### src/rtl/sphere_scene_store.sv
// sphere_scene_store
//   Double-buffered scene memory for the sphere ray tracer. The host fills the
//   shadow bank while the intersection pipeline streams enabled records out of
//   the active bank. Banks swap only on a frame boundary while the iterator is
//   idle, so a pixel never sees a partially written scene.
//
// Ports:
//   clk, rst          clock, synchronous active-high reset
//   wr_en/wr_idx/wr_sphere/wr_enable
//                     write one record + enable bit into the shadow bank
//   swap_req          latch a swap request (pulse)
//   frame_start       frame boundary; a pending swap executes here if idle
//   swap_done         one-cycle pulse the cycle after a swap executes
//   rd_start          start streaming the active bank (ignored while busy)
//   out_valid/out_ready/out_sphere/out_idx/out_last
//                     record stream; out_last marks the highest enabled slot
//   scan_done         one-cycle pulse after a scan (or empty scan) ends
//   busy              iterator not idle
//   active_count      number of enabled slots in the active bank
//   dbg_state         iterator state for checkers
//
// Stream handshake: a record transfers on every rising edge where
// out_valid && out_ready; while out_valid && !out_ready the record, index and
// last flag are held unchanged, and out_valid never drops without a transfer
// (except under reset).
module sphere_scene_store #(
  parameter int N_SPHERES = 8,
  parameter int X_B       = 16,
  parameter int Y_B       = 15,
  parameter int Z_B       = 15,
  parameter int R_B       = 6,
  parameter int C_B       = 12,
  parameter int IDX_B     = $clog2(N_SPHERES),
  parameter int SPH_B     = X_B + Y_B + Z_B + R_B + C_B
) (
  input  logic             clk,
  input  logic             rst,
  input  logic             wr_en,
  input  logic [IDX_B-1:0] wr_idx,
  input  logic [SPH_B-1:0] wr_sphere,
  input  logic             wr_enable,
  input  logic             swap_req,
  input  logic             frame_start,
  output logic             swap_done,
  input  logic             rd_start,
  output logic             out_valid,
  input  logic             out_ready,
  output logic [SPH_B-1:0] out_sphere,
  output logic [IDX_B-1:0] out_idx,
  output logic             out_last,
  output logic             scan_done,
  output logic             busy,
  output logic [IDX_B:0]   active_count,
  output logic [1:0]       dbg_state
);

  typedef enum logic [1:0] {
    ST_IDLE  = 2'd0,
    ST_SCAN  = 2'd1,
    ST_EMPTY = 2'd2
  } state_e;

  // Record storage is never reset; only the enable bits qualify it.
  logic [SPH_B-1:0]     mem_q [2][N_SPHERES];
  logic [N_SPHERES-1:0] en_q [2];
  logic [N_SPHERES-1:0] en_d [2];
  logic                 active_q, active_d;
  logic                 pending_q, pending_d;
  logic                 swap_done_q, swap_done_d;
  logic [IDX_B:0]       count_q, count_d;
  state_e               state_q, state_d;
  logic [IDX_B-1:0]     ptr_q, ptr_d;
  logic                 scan_done_q, scan_done_d;

  logic                 shadow;
  logic                 swap_exec;
  logic [N_SPHERES-1:0] active_mask;
  logic [IDX_B-1:0]     first_idx;
  logic [IDX_B-1:0]     next_idx;
  logic                 has_next;

  assign shadow      = ~active_q;
  assign swap_exec   = pending_q & frame_start & (state_q == ST_IDLE);
  assign active_mask = en_q[active_q];

  // Bank bookkeeping. The bank being cleared on a swap is the old active one;
  // a write in the swap cycle targets the old shadow bank, so the two never
  // collide and the written enable survives into the new active bank.
  always_comb begin
    en_d[0] = en_q[0];
    en_d[1] = en_q[1];
    if (swap_exec) en_d[active_q] = '0;
    if (wr_en)     en_d[shadow][wr_idx] = wr_enable;
    active_d    = active_q ^ swap_exec;
    pending_d   = swap_exec ? 1'b0 : (pending_q | swap_req);
    swap_done_d = swap_exec;
    count_d     = '0;
    for (int i = 0; i < N_SPHERES; i++) begin
      if (en_d[active_d][i]) count_d = count_d + (IDX_B+1)'(1);
    end
  end

  // Lowest enabled slot overall, and lowest enabled slot above the pointer.
  // Descending loop so the last hit is the lowest index.
  always_comb begin
    first_idx = '0;
    next_idx  = '0;
    has_next  = 1'b0;
    for (int i = N_SPHERES - 1; i >= 0; i--) begin
      if (active_mask[i]) begin
        first_idx = IDX_B'(i);
        if (IDX_B'(i) > ptr_q) begin
          next_idx = IDX_B'(i);
          has_next = 1'b1;
        end
      end
    end
  end

  // Iterator next-state logic.
  always_comb begin
    state_d     = state_q;
    ptr_d       = ptr_q;
    scan_done_d = 1'b0;
    case (state_q)
      ST_IDLE: begin
        if (rd_start) begin
          if (|active_mask) begin
            state_d = ST_SCAN;
            ptr_d   = first_idx;
          end else begin
            state_d = ST_EMPTY;
          end
        end
      end
      ST_SCAN: begin
        if (out_ready) begin
          if (has_next) begin
            ptr_d = next_idx;
          end else begin
            state_d     = ST_IDLE;
            scan_done_d = 1'b1;
          end
        end
      end
      ST_EMPTY: begin
        state_d     = ST_IDLE;
        scan_done_d = 1'b1;
      end
      default: state_d = ST_IDLE;
    endcase
  end

  always_ff @(posedge clk) begin
    if (rst) begin
      en_q[0]     <= '0;
      en_q[1]     <= '0;
      active_q    <= 1'b0;
      pending_q   <= 1'b0;
      swap_done_q <= 1'b0;
      count_q     <= '0;
      state_q     <= ST_IDLE;
      ptr_q       <= '0;
      scan_done_q <= 1'b0;
    end else begin
      en_q[0]     <= en_d[0];
      en_q[1]     <= en_d[1];
      active_q    <= active_d;
      pending_q   <= pending_d;
      swap_done_q <= swap_done_d;
      count_q     <= count_d;
      state_q     <= state_d;
      ptr_q       <= ptr_d;
      scan_done_q <= scan_done_d;
    end
  end

  always_ff @(posedge clk) begin
    if (wr_en) mem_q[shadow][wr_idx] <= wr_sphere;
  end

  // Stream outputs are gated so they read zero outside a scan.
  assign out_valid    = (state_q == ST_SCAN);
  assign out_sphere   = out_valid ? mem_q[active_q][ptr_q] : '0;
  assign out_idx      = out_valid ? ptr_q : '0;
  assign out_last     = out_valid & ~has_next;
  assign busy         = (state_q != ST_IDLE);
  assign swap_done    = swap_done_q;
  assign scan_done    = scan_done_q;
  assign active_count = count_q;
  assign dbg_state    = state_q;

endmodule

### config.mk
export PLATFORM = sky130hd
export DESIGN_NAME = sphere_scene_store
export DESIGN_NICKNAME = d
export VERILOG_FILES = /design/src/rtl/sphere_scene_store.sv
export SDC_FILE = /design/constraint.sdc
export NUM_CORES = 1
export LEC_CHECK = 0
export CAP_MARGIN = 20
export CORE_MARGIN = 2
export CORE_UTILIZATION = 40
export DETAILED_ROUTE_END_ITERATION = 12
export DONT_BUFFER_PORTS = 1
export HOLD_SLACK_MARGIN = 0.05
export REMOVE_ABC_BUFFERS = 1
export SKIP_LAST_GASP = 1
export SYNTH_ARGS = -nofsm -noshare
export SYNTH_HDL_FRONTEND = slang
export SYNTH_SLANG_ARGS = --single-unit
### constraint.sdc
create_clock -name clk -period 7.3 [get_ports clk]
set_input_delay 1.095 -clock clk [delete_from_list [all_inputs] [get_ports clk]]
set_output_delay 1.095 -clock clk [all_outputs]
set_load 0.02 [all_outputs]
* Yosys cells after proc, flatten, opt, wreduce, memory -nomap -nowiden
Memories as Yosys holds them, arrays and structs flattened. A register that Yosys moved wholly into a read port is not among the register bits.
Index checks and enable logic that the tools add are counted.
** Word-level totals
- Register bits after elaboration :: 13
- Latch bits :: 0
- Bits in writable memories :: 1040
- Bits in read-only memories :: 0
- Input port bits :: 75
- Output and inout bits :: 78
- Word-level logic and storage cells :: 157
- Memories kept :: 2
** Cells by class
- Add/subtract/negate cells :: 7
- $mul :: 0
- Div/mod/pow operators :: 0
- Magnitude comparators :: 18
- Equal/unequal tests :: 7
- Shift-type cells :: 0
- Muxes and demuxes :: 89
- Bitwise gates (word level) :: 16
- Reduce and logical (&&, ||, !) cells :: 11
** Memories
- mem_q :: words 2, bits a word 512, read ports 1, clocked after Yosys merged registers in 1, write ports 1, line 64 : logic [SPH_B-1:0] mem_q [2][N_SPHERES];
- en_q :: words 2, bits a word 8, read ports 3, clocked after Yosys merged registers in 1, write ports 2, line 65 : logic [N_SPHERES-1:0] en_q [2];
** Operators with widths (number)
- $mux 512 :: 1
- $mux 64 :: 4
- $bmux 64 s3 :: 1
- $demux 64 s3 :: 1
- $mux 3 :: 29
- $mux 8 :: 7
- $mux 16 :: 2
- $add 4x1->4 const B :: 7
- $mux 4 :: 7
- $mux 1 :: 26
- $and 16x16->16 :: 1
- $bwmux 16 :: 1
- $demux 8 s1 :: 2
- $not 16->16 :: 1
- $gt 3x3->1 const A :: 4
- $ge 4x4->1 const B :: 2
- $mux 2 :: 4
- $not 3->4 :: 2
- $reduce_or 8->1 :: 1
- $ge 2x2->1 const B :: 3
- $gt 1x3->1 const A :: 2
- $gt 2x3->1 const A :: 2
- $ne 2x1->1 const B :: 3
- $not 1->2 :: 3
- 21 further kinds :: 32

* Logic depth before layout (Yosys ltp)
- Depth after elaboration :: 28
- Gate-level depth with buffers :: 28
- Gate-level depth less buffers :: 26

* Worst setup path after synthesis
Ideal clock, no wire load.
- Path type :: input port to flip-flop
- From :: in wr_en
- To :: reg count_q[1], in the netlist active_count[1]
- Setup time :: 0.095 ns
- Data arrival time :: 6.719 ns
- Data required time :: 7.205 ns
- Slack :: 0.486 ns
- Stages :: 23
- Buffers on the path :: 2
- Cell sequence :: buf_2 nor3b_2 and2_1 a21oi_1 a22o_1 o21ai_0 ha_1 clkbuf_1 inv_1 nand2_1 a2111oi_0 nor2_1 o21a_1 inv_1 ha_1 xnor2_1 o211ai_1 o21a_1 ha_1 mux2_2 ha_1 inv_1 a221oi_1
** Between the ends
- Word-level cells in the longest chain between the ends :: 19
** Ends and longest elaborated chain
- from (decl) :: line 38 : input logic wr_en,
- $mux 16 * :: line 93 : if (wr_en) en_d[shadow][wr_idx] = wr_enable;
- $mux 8 (implied by the code) * (3 in series) :: line 99 : if (en_d[active_d][i]) count_d = count_d + (IDX_B+1)'(1);
- $mux 1 :: line 99
- $add 4x1->4 :: line 99
- $mux 4 :: line 99
- $add 4x1->4 :: line 99
- $mux 4 :: line 99
- $add 4x1->4 :: line 99
- $mux 4 :: line 99
- $add 4x1->4 :: line 99
- $mux 4 :: line 99
- $add 4x1->4 :: line 99
- $mux 4 :: line 99
- $add 4x1->4 :: line 99
- $mux 4 :: line 99
- $add 4x1->4 :: line 99
- $mux 4 * :: line 99
- to (signal assigned) :: line 171 : count_q <= count_d;
- to (decl) :: line 70 : logic [IDX_B:0] count_q, count_d;
Every way passes the cells marked *; elsewhere a longest branch is shown, timed or not. The select of a mux whose other input is x is not followed.
A chain may end at the register's enable or synchronous reset.

* Final worst setup path
- From :: reg active_q
- To :: reg count_q[1], in the netlist active_count[1]
** Between the ends
- Word-level cells in the longest chain between the ends :: 28
- Elaborated cells between the ends (all ways) :: 38
- Classes of those cells :: 7 x add/sub; 4 x order compare; 18 x mux; 7 x bitwise; 2 x reduce/logical
** Ends and longest elaborated chain
- from (decl) :: line 67 : logic active_q, active_d;
- from (signal assigned) :: line 168 : active_q <= active_d;
- $not 1->2 (implied by the code) :: line 92 : if (swap_exec) en_d[active_q] = '0;
- $ge 2x2->1 (implied by the code) / $lt 2x1->1 (equally long branches) :: line 92
- $logic_and 1x1->1 (implied by the code) :: line 92
- $mux 8 (implied by the code) :: line 92
- $demux 8 s1 :: line 92
- $not 16->16 (no line)
- $and 16x16->16 (no line)
- $mux 16 :: line 92
- [12 not listed]
- $add 4x1->4 :: line 99
- $mux 4 :: line 99
- $add 4x1->4 :: line 99
- $mux 4 :: line 99
- $add 4x1->4 :: line 99
- $mux 4 :: line 99
- $add 4x1->4 :: line 99
- $mux 4 * :: line 99
Marks and branches as above.

==> results.md <==
- Synthesized flop and latch total: 1053
- Clock Skews: 0.0302 ns
- Area Overhead vs Synth: 12.5%
- Status: finished, final reports clean
- Post-synth top area share: 74.0%
- Clock power frac: 36.9%
- 1st-iter DRT viols: 1873
- Final setup viols: 0
- P per Cell Area: 307 mW/mm^2
- Sw frac: 24.5%
- Clock buffer depth: 3
- Layout cells sized above 1: 27.0%
- DR DRC count: 0
- Total GRT Usage: 17.9%
- Clock-pin slew on the worst setup and hold paths: 0.07 ns
- CTS Hold Buffers Added: 0
- Slew Limit Fails: 0
- Chip Width: 326 um
- Sequential fraction of the synthesis area: 75.4%
- Synth Instances: 1867
- Total gr overflow: 0
- Min Clock Period, post-route: 6.04 ns
- Post-layout net count: 2001
- Core Area: 0.103 mm^2
- EDFF count, synth: 1024
- Place WS: 0.921 ns
- Crit. End Element: flop
- I/O Buffers: 0
- I/O Pins: 153
- Crit Path Max Fanout: 49
- Initial antenna violation count: 1
- H-tree Lvls: 3
- Die height: 326 um
- Fin. Hold Viols: 0
- Maximum VDD drop: 0.000211 V
- Setup TNS: 0 ns
- Area contributors post-synth: edfxtp_1, mux4_2, dfxtp_1
- Main synth FF type: edfxtp_1
- Least-Margin Pin Slew: 1.03 ns
- Sequential share of power: 48.1%
- Startpoint types: flop
- Routed vias: 18989
- Largest net degree at the start of global routing: 110
- Internal power: 10.8 mW
- CP required: 7.88 ns
- Leak: 14.0 nW
- Fraction of registers with async set/reset: 0%
- Max-Cap Viols: 0
- WL final: 94.9 mm
- Final Cell Area: 0.0467 mm^2
- Placed Area: 0.0433 mm^2
- Initial Utilization: 40.2%
- Hold/Removal Path Class: input pin to flop
- Vias per std cell: 5.61
- CTS Root Cell: clkbuf_16
- Yosys warns: 0
- WP data arrival: 6.62 ns
- CTS sink count: 1053
- Combinational fraction of design power: 15.0%
- Mapped Avg Cell Area: 22.2 um^2
- First-pass DRT Iterations: 5
- Hpwl dp: 49.4 mm
- Die area: 0.106 mm^2
- Final Util: 45.3%
- Vias in the first global route: 20421
- First-pass GRT wire length: 139 mm
- RSZ-0062 raised after global routing: no
- CTS-repair resized insts: 0
- TritonCTS clock tree: yes
- Netlist cell types: 70
- Max frequency: 0.166 GHz
- Rel. slew slack: 31.6%
- Row cnt: 118
- # Post-CTS Setup Buffers: 0
- Post-Syn Area: 0.0415 mm^2
- Switch Pwr: 3.51 mW
- Tcrit/Tclk final: 82.8%
- Drt wl/cell: 28.1 um
- Detail Route Antenna Nets: 0
- Clk_lat worst skew: 0.71 ns
- Setup ws final: 1.26 ns
- CTS buffer count: 109
- GP Congestion: 0.779
- Synth area leader: edfxtp_1
- Crit Path Class: flop to flop
## worst paths after layout
path                                       startpoint                    endpoint  slack [ns]  depth (start not counted)
worst max-delay path              active_q$_SDFF_PP0_  active_count[1]$_SDFF_PP0_        1.26                         22
worst min-delay path                              rst       ptr_q[1]$_SDFFE_PP0P_        0.46                          1
worst max register to register    active_q$_SDFF_PP0_  active_count[1]$_SDFF_PP0_        1.26                         22
worst min register to register  en_q[0][0]$_SDFF_PP0_       en_q[0][0]$_SDFF_PP0_        0.51                          2
## layer usage
layer	vias to the layer above	GRT usage (%)	part of all wire (%)
li1	8003	-	-
met1	10325	22.9	41
met2	520	30.9	51
met3	141	3.95	5.5
met4	0	4.57	2.1
met5	-	0	0
## registers in the layout (all words and copies together), names as in the netlist
name and cells:
active_q 1, ptr_q 3, swap_done 1, en_q 16, scan_done 1, active_count 4, mem_q 1024, pending_q 1
dbg_state 2
## kinds of logic after synthesis
logic type               after synthesis  share of synthesized area, %
AO/OA/AOI/OAI                        108                          1.87
XOR/XNOR                              17                         0.500
adder cells (fa/ha/maj)               12                         0.361
buffers and inverters                121                          1.19
flip-flops                          1053                          75.4
multiplexers                         336                          17.8
AND/OR/NAND/NOR                      220                          2.87
## Yosys cell counts (3+ instances only)
library cell  number
edfxtp_1        1024
mux4_2           320
and2_1            75
clkbuf_1          60
nor2_1            42
nand2_1           39
a21oi_1           29
buf_2             29
dfxtp_1           29
inv_1             18
nand3_1           18
buf_1             12
ha_1              12
mux2i_1           11
xnor2_1           11
nand2b_1           9
a22oi_1            8
nor2b_1            7
a221oi_1           5
a311oi_1           5
o21ai_0            5
o22ai_1            5
a22o_1             4
a31o_2             4
nand4_1            4
o2111ai_1          4
o211ai_1           4
a211o_1            3
a21o_1             3
a31oi_1            3
and3_1             3
mux2_2             3
nand3b_1           3
nor3_1             3
nor3b_1            3
o22a_1             3
o311ai_1           3
## power groups by stage
stage          combinational (mW)  clock, mW  sequential (mW)
2_1_floorplan                2.03          0             7.24
3_3_place_gp                 2.15          0             7.03
3_5_place_dp                 2.19          0             7.04
4_1_cts                      2.19       5.41             6.91
5_1_grt                      2.31       5.64             6.92
6_report                     2.15       5.29             6.90
## critical path: stages, from the launching register on
cell       delay, ns
dfxtp_4         0.85
and3b_1         0.35
nand2_1         0.16
inv_4           0.47
nand2_1         0.15
nand3_1         0.12
o21ai_0         0.21
ha_1            0.52
inv_1           0.21
nand2_1         0.07
a2111oi_0       0.44
nor2_1          0.11
o21a_1          0.17
inv_1           0.11
ha_1            0.29
xnor2_1         0.17
o211ai_1        0.24
o21a_1          0.17
ha_1            0.23
mux2_2          0.27
ha_1            0.29
inv_1           0.05
a221oi_1        0.27
## layout by cell type (no fill, tap or decap), types with 18 or more instances in the layout
cell | synthesis | routed
nor2_1 | 42 | 32
buf_4 | 1 | 31
nand3_1 | 18 | 18
clkbuf_1 | 60 | 33
clkbuf_16 | 0 | 109
mux4_2 | 320 | 320
a21oi_1 | 29 | 29
nand2_1 | 39 | 39
dfxtp_1 | 29 | 25
edfxtp_1 | 1024 | 1024
clkinv_1 | 0 | 26
and2_1 | 75 | 70
## stage by stage
stage | hold slack [ns] | instances | power (mW)
6_report | 0.459 | 3383 | 14.3
4_1_cts | 0.413 | 3380 | 14.5
3_5_place_dp | 0.500 | 3181 | 9.23
2_1_floorplan | 0.453 | 1765 | 9.26
3_3_place_gp | 0.470 | 3180 | 9.18
5_1_grt | 0.430 | 3382 | 14.9
## layout make-up
class | instances | area, um^2
Fill cell | 8506 | 56500
Multi-Input combinational cell | 693 | 9810
Clock inverter | 57 | 552
Timing Repair Buffer | 38 | 380
Sequential cell | 1053 | 31300
Antenna cell | 1 | 2.50
Inverter | 19 | 73.8
Tap cell | 1380 | 1730
Clock buffer | 142 | 2850
Power figures use the tool's default switching activity.
